--- src/rtl/reg_pkg.sv ---
// reg_pkg: shared register-stage types for the issue-side scoreboard.
// Provides the architectural register address type, pending-write counter
// type/limits and the scoreboard FSM state encoding.
package reg_pkg;

  // Architectural register file geometry.
  localparam int REG_NUM  = 32;
  localparam int REG_BITS = $clog2(REG_NUM);
  typedef logic [REG_BITS-1:0] reg_t;

  // Outstanding-write tracking per register.
  localparam int SB_MAX_PEND = 3;
  localparam int SB_CNT_BITS = $clog2(SB_MAX_PEND + 1);
  typedef logic [SB_CNT_BITS-1:0] sb_cnt_t;

  // Scoreboard control state: normal issue, or holding behind a branch.
  typedef enum logic {
    SB_RUN    = 1'b0,
    SB_BRANCH = 1'b1
  } sb_state_t;

endpackage

--- src/rtl/reg_pend_cnt.sv ---
// reg_pend_cnt: saturating up/down counter of pending writes for one register.
// Ports: clk/rst (async active-high), inc_i (allocation), dec_i (retirement),
//        cnt_o (registered count), underflow_o (dec_i while count is zero).
module reg_pend_cnt #(
  parameter int MAX = 3,
  parameter int W   = $clog2(MAX + 1)
) (
  input  logic         clk,
  input  logic         rst,
  input  logic         inc_i,
  input  logic         dec_i,
  output logic [W-1:0] cnt_o,
  output logic         underflow_o
);

  logic [W-1:0] cnt_q;
  logic [W-1:0] cnt_d;
  logic         do_inc;
  logic         do_dec;

  // A retirement against an empty counter is dropped (and reported), so the
  // count never wraps below zero; likewise it never exceeds MAX.
  assign do_inc      = inc_i && (cnt_q != W'(MAX));
  assign do_dec      = dec_i && (cnt_q != '0);
  assign underflow_o = dec_i && (cnt_q == '0);

  always_comb begin
    cnt_d = cnt_q;
    if (do_inc && !do_dec) begin
      cnt_d = cnt_q + 1'b1;
    end else if (do_dec && !do_inc) begin
      cnt_d = cnt_q - 1'b1;
    end
  end

  always_ff @(posedge clk or posedge rst) begin
    if (rst) begin
      cnt_q <= '0;
    end else begin
      cnt_q <= cnt_d;
    end
  end

  assign cnt_o = cnt_q;

endmodule

--- src/rtl/reg_scoreboard.sv ---
// reg_scoreboard: issue-side RAW/WAW-saturation hazard and branch-hold control.
// Ports: clk/rst (async active-high); decoder request dec_* with issue_ready
//        (fire = dec_valid & issue_ready); writeback wb_valid/wb_addr and
//        wb_branch_done; status busy and sticky sb_err.
module reg_scoreboard
  import reg_pkg::*;
#(
  parameter int REG_NUM     = reg_pkg::REG_NUM,
  parameter int MAX_PEND    = SB_MAX_PEND,
  parameter bit ZERO_REG_HW = 1'b1
) (
  input  logic clk,
  input  logic rst,
  // Decoder side
  input  logic dec_valid,
  input  reg_t dec_src1,
  input  reg_t dec_src2,
  input  logic dec_src1_used,
  input  logic dec_src2_used,
  input  logic dec_wb_wr,
  input  reg_t dec_dst,
  input  logic dec_branch,
  output logic issue_ready,
  // Writeback side
  input  logic wb_valid,
  input  reg_t wb_addr,
  input  logic wb_branch_done,
  // Status
  output logic busy,
  output logic sb_err
);

  localparam int CW = $clog2(MAX_PEND + 1);

  sb_state_t        state_q;
  sb_state_t        state_d;
  logic             err_q;
  logic             err_d;

  logic [CW-1:0]    pend [REG_NUM];
  logic [REG_NUM-1:0] nz;
  logic [REG_NUM-1:0] uf;

  logic             fire;
  logic             src1_haz;
  logic             src2_haz;
  logic             dst_full;

  // ---------------------------------------------------------------------------
  // Per-register pending-write counters. With ZERO_REG_HW the r0 slot is a
  // hard zero: it never allocates, never stalls and never flags underflow.
  // ---------------------------------------------------------------------------
  for (genvar r = 0; r < REG_NUM; r++) begin : g_cnt
    if (ZERO_REG_HW && (r == 0)) begin : g_zero
      assign pend[r] = '0;
      assign uf[r]   = 1'b0;
    end else begin : g_live
      reg_pend_cnt #(
        .MAX (MAX_PEND),
        .W   (CW)
      ) u_cnt (
        .clk         (clk),
        .rst         (rst),
        .inc_i       (fire && dec_wb_wr && (dec_dst == reg_t'(r))),
        .dec_i       (wb_valid && (wb_addr == reg_t'(r))),
        .cnt_o       (pend[r]),
        .underflow_o (uf[r])
      );
    end
    assign nz[r] = (pend[r] != '0);
  end

  // ---------------------------------------------------------------------------
  // Hazard compare. Only registered counters are consulted: a same-cycle
  // writeback lands in the register file at the edge, so it cannot release
  // a dependent instruction until the following cycle.
  // ---------------------------------------------------------------------------
  assign src1_haz = dec_src1_used && nz[dec_src1];
  assign src2_haz = dec_src2_used && nz[dec_src2];
  assign dst_full = dec_wb_wr && (pend[dec_dst] == CW'(MAX_PEND));

  assign issue_ready = (state_q == SB_RUN) && !src1_haz && !src2_haz && !dst_full;
  assign fire        = dec_valid && issue_ready;

  // ---------------------------------------------------------------------------
  // Branch-hold FSM and sticky error flag.
  // ---------------------------------------------------------------------------
  always_comb begin
    state_d = state_q;
    err_d   = err_q;
    case (state_q)
      SB_RUN: begin
        if (fire && dec_branch) begin
          state_d = SB_BRANCH;
        end
        // A resolution with no branch outstanding is a protocol error.
        if (wb_branch_done) begin
          err_d = 1'b1;
        end
      end
      SB_BRANCH: begin
        if (wb_branch_done) begin
          state_d = SB_RUN;
        end
      end
      default: state_d = SB_RUN;
    endcase
    if (|uf) begin
      err_d = 1'b1;
    end
  end

  always_ff @(posedge clk or posedge rst) begin
    if (rst) begin
      state_q <= SB_RUN;
      err_q   <= 1'b0;
    end else begin
      state_q <= state_d;
      err_q   <= err_d;
    end
  end

  assign busy   = (|nz) || (state_q == SB_BRANCH);
  assign sb_err = err_q;

endmodule

--- config.mk ---
export PLATFORM = sky130hd
export DESIGN_NAME = reg_scoreboard
export DESIGN_NICKNAME = d
export VERILOG_FILES = /design/src/rtl/reg_pkg.sv /design/src/rtl/reg_pend_cnt.sv /design/src/rtl/reg_scoreboard.sv
export SDC_FILE = /design/constraint.sdc
export NUM_CORES = 1
export LEC_CHECK = 0
export CAP_MARGIN = 15
export CORE_MARGIN = 4
export CORE_UTILIZATION = 60
export CTS_BUF_LIST = sky130_fd_sc_hd__clkbuf_8
export DETAILED_ROUTE_END_ITERATION = 8
export MAX_ROUTING_LAYER = met4
export PLACE_DENSITY_LB_ADDON = 0.12
export SLEW_MARGIN = 10
export SYNTH_ARGS = -nofsm -noshare
export SYNTH_HDL_FRONTEND = slang
export SYNTH_SLANG_ARGS = --single-unit
--- constraint.sdc ---
create_clock -name clk -period 4.1 [get_ports clk]
set_clock_uncertainty 0.15 [all_clocks]
set_input_delay 0.82 -clock clk [delete_from_list [all_inputs] [get_ports clk]]
set_output_delay 0.82 -clock clk [all_outputs]
set_load 0.01 [all_outputs]
Word level (Yosys, flattened, before mapping)
Cells that the tools add are included.
- add/subtract/negate cells: 62
- $lt $le $gt $ge: 3
- equality and inequality tests: 95
- mux-type cells: 75
- bitwise operators: 2
- reduce and logical (&&, ||, !) cells: 389
- operator list (kind ; count):
    logical AND 1 bit ; 226
    equality test 5 bit (second input constant) ; 32
    2-to-1 mux 2 bit ; 64
    nonzero test 2 bit ; 63
    equality test 5 x 4 -> 1 bit (second input constant) ; 16
    logical NOT 1 bit ; 65
    adder 2 x 1 -> 2 bit (second input constant) ; 31
    logical NOT 2 bit ; 31
    != test 2 bit (second input constant) ; 31
    OR reduction 31 bit ; 2
    subtractor 2 x 1 -> 2 bit (second input constant) ; 31
    equality test 5 x 3 -> 1 bit (second input constant) ; 8
    equality test 5 x 2 -> 1 bit (second input constant) ; 4
    less-than comparator 5 x 6 -> 1 bit (second input constant) ; 2
    binary-select mux 1 bit (select 5 bit) ; 2
    binary-select mux 2 bit (select 5 bit) ; 1
    equality test 5 x 1 -> 1 bit (second input constant) ; 2
    2-to-1 mux 1 bit ; 7
    greater-or-equal comparator 6 bit (second input constant) ; 1
    inverter 5 -> 6 bit ; 1
    equality test 2 bit (second input constant) ; 1
    != test 2 x 1 -> 1 bit (second input constant) ; 1
    one-hot mux 1 bit (2 select lines) ; 1
    AND reduction 2 bit ; 1
    other kinds (2) ; 2
- register bits: 64
- input port bits: 29
- output and inout bits: 3
- word-level logic and storage cells: 659

Logic depth before layout (Yosys ltp)
- word-level depth: 16
- gate-level depth with buffers: 15
- depth with buffers taken out: 11

By module
Synthesis repeated with hierarchy kept, for this count alone.
- cells, all modules: 611
- area, all modules: 5651.7 µm²
- modules (own cells, without submodules) (module ; instances ; cells an instance ; area an instance (µm²) ; sequential area each (µm²)):
    reg_pend_cnt ; 31 ; 11 ; 116.4 ; 50.0
    reg_scoreboard ; 1 ; 270 ; 2044.5 ; 50.0

Worst setup path before layout
Ideal clock, no wire load.
- path type: in2reg
- from: in dec_src2[0]
- to: reg g_cnt[15].g_live.u_cnt.cnt_q[1]
- setup time: 0.128 ns
- arrival time: 3.310 ns
- data required time: 3.822 ns
- path slack: 0.512 ns
- stages on the path: 13
- path buffers: 2
- path through: buf_2 > or3_1 > a211o_1 > o31ai_1 > nor4_1 > a311oi_4 > nand4_2 > buf_2 > a2111oi_2 > ha_1 > xor2_1 > nor2_1 > xor2_1
- word-level cells in the longest chain between the ends: 13
- elaborated cells on any way between the ends: 15
- classes of those cells: mux (3); reduce/logical (12)
- ends and longest elaborated chain (item ; line ; RTL):
    from (decl) ; reg_scoreboard.sv:17 ; input reg_t dec_src2,
    binary-select mux 1 bit (select 5 bit) * ; reg_scoreboard.sv:79 ; assign src2_haz = dec_src2_used && nz[dec_src2];
    2-to-1 mux 1 bit (implied by the code) * ; reg_scoreboard.sv:79 ;
    logical AND 1 bit * ; reg_scoreboard.sv:79 ;
    logical NOT 1 bit * ; reg_scoreboard.sv:82 ; assign issue_ready = (state_q == SB_RUN) && !src1_haz && !src2_haz && !dst_full;
    logical AND 1 bit * (2 in series) ; reg_scoreboard.sv:82 ;
    logical AND 1 bit * ; reg_scoreboard.sv:83 ; assign fire = dec_valid && issue_ready;
    logical AND 1 bit * (2 in series) ; reg_scoreboard.sv:64 ; .inc_i (fire && dec_wb_wr && (dec_dst == reg_t'(r))),
    logical AND 1 bit * ; reg_pend_cnt.sv:23 ; assign do_inc = inc_i && (cnt_q != W'(MAX));
    logical NOT 1 bit ; reg_pend_cnt.sv:31 ; end else if (do_dec && !do_inc) begin
    logical AND 1 bit ; reg_pend_cnt.sv:31 ;
    nonzero test 2 bit (no source line) ; - ;
    to (signal assigned) ; reg_pend_cnt.sv:40 ; cnt_q <= cnt_d;
    to (decl) ; reg_pend_cnt.sv:16 ; logic [W-1:0] cnt_q;
Mark *: on every way between the ends. The rest lies on a longest branch, timed or not. The select of a mux whose other input is x is not followed.
A chain may end at the register's enable or synchronous reset.

Worst setup path after layout
- from: in dec_src2[0]
- to: reg g_cnt[30].g_live.u_cnt.cnt_q[1]
- word-level cells in the longest chain between the ends: 13
- elaborated cells on any way between the ends: 15
- classes of those cells: mux (3); reduce/logical (12)
- ends and longest elaborated chain (item ; line):
    binary-select mux 1 bit (select 5 bit) * ; reg_scoreboard.sv:79
    2-to-1 mux 1 bit (implied by the code) * ; reg_scoreboard.sv:79
    logical AND 1 bit * ; reg_scoreboard.sv:79
    logical NOT 1 bit * ; reg_scoreboard.sv:82
    logical AND 1 bit * (2 in series) ; reg_scoreboard.sv:82
    logical AND 1 bit * ; reg_scoreboard.sv:83
    logical AND 1 bit * (2 in series) ; reg_scoreboard.sv:64
    logical AND 1 bit * ; reg_pend_cnt.sv:23
    logical NOT 1 bit ; reg_pend_cnt.sv:31
    logical AND 1 bit ; reg_pend_cnt.sv:31
    nonzero test 2 bit (no source line) ; -
    to (signal assigned) ; reg_pend_cnt.sv:40
    to (decl) ; reg_pend_cnt.sv:16
Marked as above.

==> flow_summary_export.csv <==
group,metric,value,unit
critical_path,reg2reg_slack,380,ps
cts,htree_levels,3,
detailed_routing,drc,0,
cells_and_area,layout_common_cells,"nor2_1, buf_4, dfrtp_1",
power,combinationalPowerShare,0.439,
cts,cts_hold_buf,0,
placement,io_buffer_count,31,
cts,ctsLongestPathBuffers,2,
critical_path,arrival,4150,ps
min_path,whs_path_depth,1,
synth,synth_adder_area_share,0.0739,
global_route,grt_pass1_wl,28700,µm
power,clockPowerShare,0.167,
critical_path,r2r_cells,14,
critical_path,crit_fanout,8,
cells_and_area,diodes,0,
synth,synth_nets,630,
placement,dpl.cell_count,747,
global_route,grtUsageTotal,0.381,
run,max-cap-violations,0,
cells_and_area,final_common_cell,"nor2_1",
detailed_routing,wire_per_inst,24.1,µm
critical_path,required,4220,ps
critical_path,startpoint_type,"input port",
power,power.internal,2020,µW
cells_and_area,n_fill_cell,584,
power,ir_worst_vdd,0.438,mV
synth,synthFlopType,"dfrtp_1",
min_path,min_path_type,"reg2reg",
global_route,antenna_found_initial,0,
detailed_routing,drt-pass1-iter-count,6,
global_route,grt_start_max_net_pins,51,
power,power_leakage,0.00282,µW
detailed_routing,finalWirelength,18500,µm
placement,dp_hpwl,13800,µm
synth,yosys_warnings,0,
critical_path,r2r_end,"g_cnt[30].g_live.u_cnt.cnt_o[1]",
synth,synth_xor_area_frac,0.155,
cells_and_area,layout-drive-gt1-share,0.187,
synth,synth.largest_area_cell,"dfrtp_1",
timing,setup_ws,71.2,ps
cts,clkSinkCount,64,
synth,synth-edff-count,0,
synth,muxShareOfSynthArea,0.0508,
timing,final_hold_viol_count,0,
synth,synth_cell_types,64,
synth,synth_top_family_by_area,"simple AND/OR/NAND/NOR gates",
cells_and_area,nNetsFinal,717,
timing,fmax,248,MHz
cts,clkTransAtPathRegs,80,ps
synth,yosysSeqAreaShare,0.305,
power,powerDensity,572,mW/mm²
power,swShare,0.453,
timing,slew_headroom,0.438,
placement,gp_congestion,1.09,
min_path,hold_end,"g_cnt[13].g_live.u_cnt.cnt_o[1]",
status,status,"completed",
cts,cts_tree,"yes",
detailed_routing,drtAntennaViolNets,0,
cells_and_area,area_growth,23.2,%
synth,async_reset_ff_frac,1.00,
synth,yosysTopAreaCellShare,0.305,
detailed_routing,via_per_inst,6.94,
floorplan,dieArea,0.0103,mm²
critical_path,crit_type,"in2reg",
cts,clockRootBuffer,"clkbuf_8",
floorplan,core,0.00838,mm²
synth,synth_compound_area_frac,0.141,
synth,synthesis.area,0.00525,mm²
global_route,grt_overflow_total,0,
floorplan,rows,33,
synth,avgSynthCellArea,9.21,µm²
floorplan,die_x,102,µm
placement,dp_slack,-435,ps
min_path,min-delay-start,"g_cnt[13].g_live.u_cnt.cnt_o[1]",
global_route,grt_pass1_vias,5251,
critical_path,startpoint,"dec_src2[0]",
cts,clock_latency,350,ps
floorplan,fp.dieH,102,µm
cts,numCtsBuffers,9,
power,p_seq_frac,0.393,
synth,syn_inst,570,
timing,rsz0062_at_grt,"true",
cells_and_area,final_cell_count_no_fill,767,
floorplan,boundaryPins,32,
critical_path,endpoint_kind,"flip-flop",
detailed_routing,vias,5320,
synth,synth_area_leaders,"dfrtp_1, xor2_1, ha_1, nor2_1, xnor2_1",
timing,drv_slew,0,
synth,synthSimpleGateAreaFrac,0.243,
floorplan,initial_utilization,0.626,
timing,period_share,0.983,
power,switching_power,1670,µW
synth,synth-seq-cells,64,
critical_path,rr_startpoint,"g_cnt[28].g_live.u_cnt.cnt_o[0]",
detailed_routing,drt_iter0_drc,627,
timing,setup_viol,0,
timing,layout_min_cycle_time,4030,ps
timing,worst_pin_slew,840,ps
## kinds of logic (layout without fill, tap and decap cells)
family                     count (synthesis)  count (layout)
muxes                                     15              15
AOI/OAI and AO/OA                         94              94
and+or+nand+nor                          235             235
xor gates and xnor gates                  93              93
adders and majority gates                 31              31
buffers and inverters                     38             130
DFF                                       64              64
## synth_stat cells (5+ instances only)
cell type	count
nor2_1	73
dfrtp_1	64
xor2_1	62
nand3b_1	32
ha_1	31
nand2_1	31
xnor2_1	31
clkbuf_1	21
nor3_1	21
a21oi_1	16
a2111oi_0	14
nand4_1	12
nand2b_1	11
nand3_1	10
nor4b_1	10
mux4_2	9
o21ai_0	9
a22oi_1	8
buf_2	8
a221oi_1	6
inv_1	6
or3_1	6
a31oi_1	5
nor2b_1	5
o2111ai_1	5
## repair_timing
action,CTS,global route
setup endpoints to repair,5,16
setup buffers,3,0
pin swaps,0,3
gates resized for setup,6,22
## through the flow
step                      cell area (µm²)  utilization  power [µW]  TNS, ps  hold WS [ps]
after floorplan                      5250            -        2240        0           313
after global placement               6130        0.732        2910    -6610           327
after detailed placement             6130        0.732        2950   -10290           338
after CTS                            6380        0.761        3590        0           351
after global routing                 6460        0.771        3850    -43.8           374
final                                6460        0.771        3690        0           347
## how the worst max path moves through the flow
stage                     slack, ps                              end
after detailed placement       -440   g_cnt[1].g_live.u_cnt.cnt_o[1]
final                            70  g_cnt[30].g_live.u_cnt.cnt_o[1]
after global placement         -370                      issue_ready
after global routing            -30  g_cnt[30].g_live.u_cnt.cnt_o[1]
after floorplan                 510  g_cnt[15].g_live.u_cnt.cnt_o[1]
after CTS                         4                      issue_ready
## final cells by class
class                   count  area, µm²  share of cell area
multi-input cells         468       3550               0.549
flip-flops and latches     64       1600               0.248
repair buffers            107        936               0.145
well taps                 105        131              0.0203
clock buffers               9        124              0.0192
clock inverters             7       96.3              0.0149
inverters                   7       26.3             0.00406
## per-layer routing
layer | global-route usage | routed length (µm) | vias up
li1 | - | - | 2291
met1 | 0.473 | 7220 | 2536
met2 | 0.566 | 8200 | 372
met3 | 0.0895 | 1950 | 121
met4 | 0.220 | 1120 | 0
met5 | - | 0 | -
## registers in the layout, indices dropped and copies added, names as in the netlist
register / flops
state_q: 1
g_cnt.g_live.u_cnt.cnt_o: 62
sb_err: 1
## worst max-delay path, cell delays in order
cell,delay [ps]
clkdlybuf4s50_1,530
or3b_1,370
a211o_1,280
o31ai_2,80
nor4_2,100
a311oi_4,270
buf_4,200
nand4_2,130
buf_4,230
a2111oi_1,420
ha_1,340
nor2_1,170
xor2_1,190
## power groups by stage
stage	registers [µW]	clock network, µW	logic, µW
global route	1490	650	1720
global placement	1410	0	1510
floorplan	1200	0	1040
finish	1450	618	1620
detailed placement	1420	0	1530
CTS	1420	626	1540
Note: power is estimated with default switching activity, not from simulation.
